$ cat src/rtl/edge_monitor_pkg.sv
// rtl/edge_monitor_pkg.sv - shared FSM encodings and default widths for edge_monitor
//   Contents: DEF_CNT_W, DEF_LEN_W, state_t (IDLE=0, HIGH=1, HOLD=2)
package edge_monitor_pkg;

    localparam int DEF_CNT_W = 8;
    localparam int DEF_LEN_W = 16;

    typedef enum logic [1:0] {
        IDLE = 2'd0,
        HIGH = 2'd1,
        HOLD = 2'd2
    } state_t;

endpackage

$ cat src/rtl/edge_monitor_sync.sv
// rtl/edge_monitor_sync.sv - input stage producing the sampled level s
//   Config macro: EDGE_MONITOR_SYNC_EN (two-flop synchronizer ahead of s)
//   Ports: clk, rst (async, active-high), sig_in (raw level), s (sampled level)
module edge_monitor_sync
    import edge_monitor_pkg::*;
(
    input  logic clk,
    input  logic rst,
    input  logic sig_in,
    output logic s
);

`ifdef EDGE_MONITOR_SYNC_EN
    logic meta;
    logic sync;

    // Two metastability flops, then the s register: three edges from sig_in to s.
    always_ff @(posedge clk or posedge rst) begin
        if (rst) begin
            meta <= 1'b0;
            sync <= 1'b0;
            s    <= 1'b0;
        end else begin
            meta <= sig_in;
            sync <= meta;
            s    <= sync;
        end
    end
`else
    always_ff @(posedge clk or posedge rst) begin
        if (rst) begin
            s <= 1'b0;
        end else begin
            s <= sig_in;
        end
    end
`endif

endmodule

$ cat src/rtl/edge_monitor.sv
// rtl/edge_monitor.sv - edge detector, saturating rise counter and high-pulse length meter
//   Config macro: EDGE_MONITOR_SYNC_EN (selects input stage depth in edge_monitor_sync)
//   Ports: clk, rst (async, active-high), sig_in, clr (sync clear of rise_count/overrun)
//          rise_pulse, fall_pulse, rise_count[CNT_W]
//          evt_valid/evt_ready/evt_len[LEN_W] (measurement handshake), overrun (sticky drop flag)
module edge_monitor
    import edge_monitor_pkg::*;
#(
    parameter int CNT_W = DEF_CNT_W,
    parameter int LEN_W = DEF_LEN_W
) (
    input  logic             clk,
    input  logic             rst,
    input  logic             sig_in,
    input  logic             clr,
    output logic             rise_pulse,
    output logic             fall_pulse,
    output logic [CNT_W-1:0] rise_count,
    output logic             evt_valid,
    input  logic             evt_ready,
    output logic [LEN_W-1:0] evt_len,
    output logic             overrun
);

    logic             s;
    logic             s_prev;
    state_t           state;
    state_t           state_nxt;
    logic [LEN_W-1:0] len_cnt;
    logic [LEN_W-1:0] len_nxt;
    logic [LEN_W-1:0] evt_len_nxt;
    logic             evt_valid_nxt;
    logic             drop;
    logic             handshake;

    edge_monitor_sync u_sync (
        .clk    (clk),
        .rst    (rst),
        .sig_in (sig_in),
        .s      (s)
    );

    always_ff @(posedge clk or posedge rst) begin
        if (rst) begin
            s_prev <= 1'b0;
        end else begin
            s_prev <= s;
        end
    end

    // Both operands are flops, so the pulses are glitch-free one-cycle strobes.
    assign rise_pulse = s & ~s_prev;
    assign fall_pulse = ~s & s_prev;
    assign handshake  = evt_valid & evt_ready;

    // clr wins over a same-cycle increment or drop.
    always_ff @(posedge clk or posedge rst) begin
        if (rst) begin
            rise_count <= '0;
            overrun    <= 1'b0;
        end else if (clr) begin
            rise_count <= '0;
            overrun    <= 1'b0;
        end else begin
            if (rise_pulse && (rise_count != '1)) begin
                rise_count <= rise_count + CNT_W'(1);
            end
            if (drop) begin
                overrun <= 1'b1;
            end
        end
    end

    always_ff @(posedge clk or posedge rst) begin
        if (rst) begin
            state     <= IDLE;
            len_cnt   <= '0;
            evt_len   <= '0;
            evt_valid <= 1'b0;
        end else begin
            state     <= state_nxt;
            len_cnt   <= len_nxt;
            evt_len   <= evt_len_nxt;
            evt_valid <= evt_valid_nxt;
        end
    end

    always_comb begin
        state_nxt     = state;
        len_nxt       = len_cnt;
        evt_len_nxt   = evt_len;
        evt_valid_nxt = evt_valid;
        drop          = 1'b0;
        case (state)
            IDLE: begin
                // The rise cycle is itself the first high cycle.
                if (rise_pulse) begin
                    state_nxt = HIGH;
                    len_nxt   = LEN_W'(1);
                end
            end
            HIGH: begin
                if (fall_pulse) begin
                    state_nxt     = HOLD;
                    evt_len_nxt   = len_cnt;
                    evt_valid_nxt = 1'b1;
                end else if (len_cnt != '1) begin
                    len_nxt = len_cnt + LEN_W'(1);
                end
            end
            HOLD: begin
                if (handshake) begin
                    evt_valid_nxt = 1'b0;
                    if (rise_pulse) begin
                        // Slot frees up in the same cycle the new pulse starts.
                        state_nxt = HIGH;
                        len_nxt   = LEN_W'(1);
                    end else begin
                        state_nxt = IDLE;
                    end
                end else if (rise_pulse) begin
                    drop = 1'b1;
                end
            end
            default: begin
                state_nxt = IDLE;
            end
        endcase
    end

endmodule

$ cat config.mk
export PLATFORM = sky130hd
export DESIGN_NAME = edge_monitor
export DESIGN_NICKNAME = d
export VERILOG_FILES = /design/src/rtl/edge_monitor_pkg.sv /design/src/rtl/edge_monitor_sync.sv /design/src/rtl/edge_monitor.sv
export SDC_FILE = /design/constraint.sdc
export NUM_CORES = 1
export LEC_CHECK = 0
export CORE_UTILIZATION = 53
export CTS_BUF_LIST = sky130_fd_sc_hd__clkbuf_16
export DETAILED_ROUTE_END_ITERATION = 8
export HOLD_SLACK_MARGIN = 0.03
export PLACE_DENSITY = 0.79
export SLEW_MARGIN = 20
export SYNTH_ARGS = -nofsm -noshare
export SYNTH_HDL_FRONTEND = slang
export SYNTH_HIERARCHICAL = 1
export SYNTH_SLANG_ARGS = --single-unit
$ cat constraint.sdc
create_clock -name clk -period 2.4 [get_ports clk]
set_input_delay 0.36 -clock clk [delete_from_list [all_inputs] [get_ports clk]]
set_output_delay 0.36 -clock clk [all_outputs]
set_load 0.05 [all_outputs]
==> out/metrics.yaml <==
outcome:
  status: "finished, final reports clean"
cts:
  clockBufferDepth: 2
  tritoncts: "built"
  postCtsSetupBuffers: 0
  cts_resized: 0
  numClockSinks: 46
  cts_buffers: 5
  postCtsHoldBufs: 0
  clk_pin_slew_ns: 0.06
  worstSkewPairLatency_ns: 0.28
  h-tree-depth: 2
  root_buffer: "clkbuf_16"
pwr:
  netSwitchingFraction_pct: 35.5
  clockPowerShare_pct: 26.7
  pwr-share-comb_pct: 30.3
  p_int_mw: 1.55
  p_leak_nw: 1.21
  p_switching_mw: 0.853
  pwr-share-seq_pct: 43.0
  peakVddDrop_mv: 0.560
  power_density_nw_per_um2: 884
yosys:
  async_reset_ff_share_pct: 100
  synth-seq-cells: 46
  ys.flop_type: "dfrtp_1"
  syn_area_um2: 2210
  ys_seq_area_share_pct: 52.2
  synth_edf_count: 0
  synth_cells: 214
  synth_warnings: 6
  synth.distinct_cells: 42
  syn_area_per_cell_um2: 10.3
  synth_fp_nets: 221
sta:
  fmax_ghz: 0.453
  hold_viol_final: 0
  worst_pin_slew_ns: 0.555
  fin_crit_sh_pct: 92.0
  clock_skew_ns: 0.00383
  fin_setup_tns_ns: 0
  fin_crit_ns: 2.21
  slew_headroom_pct: 63.0
  grt_setup_unrepaired: "false"
  setup_viol: 0
  hold_ws_ns: 0.259
  maxSlewViolCount: 0
detailed_routing:
  detail-route-antenna-nets: 0
  drt_iter0_markers: 153
  drc: 0
  first_pass_iters: 4
  num_vias: 1785
  via_per_inst: 5.93
  wl_um: 4470
  routedWlPerCell_um: 14.8
floorplan:
  std_cell_rows: 23
  core_area_um2: 4000
  die_w_um: 66.5
  die_h_um: 66.5
  start_util_pct: 55.1
  io_pins: 33
  die-area_um2: 4420
setup_path:
  cp-end-kind: "primary output"
  rr_worst_depth: 5
  crit_type: "reg -> out"
  path_max_fanout: 5
  start_kind: "register"
  worstPathRequired_ns: 2.04
  regToRegSetupSlack_ns: 0.41
  rr_endpoint: "len_cnt[3]"
  arrival_ns: 1.85
  r2r-start: "len_cnt[6]"
worst_hold_path:
  hold_class: "in -> async"
finish:
  antenna_cells: 0
  syn2layout_area_growth_pct: 23.1
  final_cell_mix: "46 x dfrtp_1, 32 x clkdlybuf4s50_1, 19 x nand2_1"
  fill_cells: 308
  drive_above_1_share_pct: 13.1
  final_area_um2: 2720
  final_util_pct: 67.9
  final_common_cell: "dfrtp_1"
  final_nets: 257
placement:
  gp_congestion: 0.896
  placed_cell_area_um2: 2580
  place_hpwl_um: 3070
  port_buffers: 32
global_route:
  grt_max_degree: 46
  grt_first_pass_wirelength_um: 7470
  antenna_found_initial: 0
  grt_pass1_vias: 1653
  grt_use_total_pct: 22.7
  grt_overflow_total: 0
run:
  cap_viol_max_count: 0
-- Yosys cell counts (3+ instances only) --
library cell / instances / area share, %
dfrtp_1: 46 / 52
nand2_1: 19 / 3.2
mux2_2: 16 / 8.2
nor2_1: 15 / 2.6
o21ai_0: 15 / 3.4
a21oi_1: 12 / 2.7
nand3_1: 12 / 2.7
inv_1: 10 / 1.7
a31oi_1: 8 / 2.3
nor3_1: 6 / 1.4
nand4_1: 5 / 1.4
and4_1: 4 / 1.6
buf_2: 3 / 0.68
nand2b_1: 3 / 0.85
nor2b_1: 3 / 0.85
xor2_1: 3 / 1.2
-- critical path, stage by stage, from the launching register on --
cell and delay (ns):
dfrtp_1 0.37, nand2b_1 0.19, inv_1 0.17, clkdlybuf4s50_1 0.83
-- cell type report --
type / instances / area (µm²) / share of cell area, %
inverter: 10 / 37.5 / 1.38
clock inverter: 3 / 11.3 / 0.415
multi-input combinational: 149 / 963 / 35.5
clock buffer: 5 / 125 / 4.61
timing repair buffer: 38 / 365 / 13.4
tap: 50 / 62.6 / 2.30
sequential: 46 / 1150 / 42.4
-- through the flow --
| step | setup slack (ns) | std cells | power (mW) |
|---|---|---|---|
| 6_report | 0.193 | 301 | 2.40 |
| 5_1_grt | 0.120 | 301 | 2.53 |
| 4_1_cts | 0.178 | 301 | 2.42 |
| 3_5_place_dp | 0.361 | 293 | 1.77 |
| 3_3_place_gp | 0.385 | 293 | 1.76 |
| 2_1_floorplan | 0.435 | 214 | 1.54 |
-- metal layers --
metal / track usage [%] / vias to the layer above / wire length (µm)
met2: 36.1 / 63 / 2170
met3: 5.99 / 9 / 238
met5: 0 / - / 0
met4: 9.57 / 0 / 75
met1: 29.2 / 862 / 1990
li1: - / 851 / -
-- state kept, by name, indices dropped and copies added (netlist names) --
register,count
len_cnt,16
overrun,1
rise_count,8
u_sync/s,1
state,2
evt_valid,1
evt_len,16
s_prev,1
-- worst max path at each step --
stage	start	to	slack [ns]
global placement	evt_ready	len_cnt[15]	0.38
floorplan	s_prev	len_cnt[15]	0.43
CTS	s_prev	rise_pulse	0.18
finish	s_prev	rise_pulse	0.19
detailed placement	evt_ready	len_cnt[15]	0.36
global route	s_prev	rise_pulse	0.12
-- power groups by stage --
stage                     logic (mW)  registers (mW)  clock network (mW)
after global placement         0.717            1.04                   0
final                          0.728            1.03               0.641
after floorplan                0.319            1.22                   0
after detailed placement       0.728            1.04                   0
after global routing           0.784            1.06               0.691
after CTS                      0.731            1.03               0.657
-- kinds of logic after synthesis --
logic type	after synthesis	synth area share, %
fa+ha+maj	2	1.13
simple gates	77	18.4
xor+xnor	3	1.19
buf+inv	19	4.14
compound gates	50	14.3
mux	17	8.62
flops	46	52.2
No activity file was read; power rests on OpenSTA's default activity.
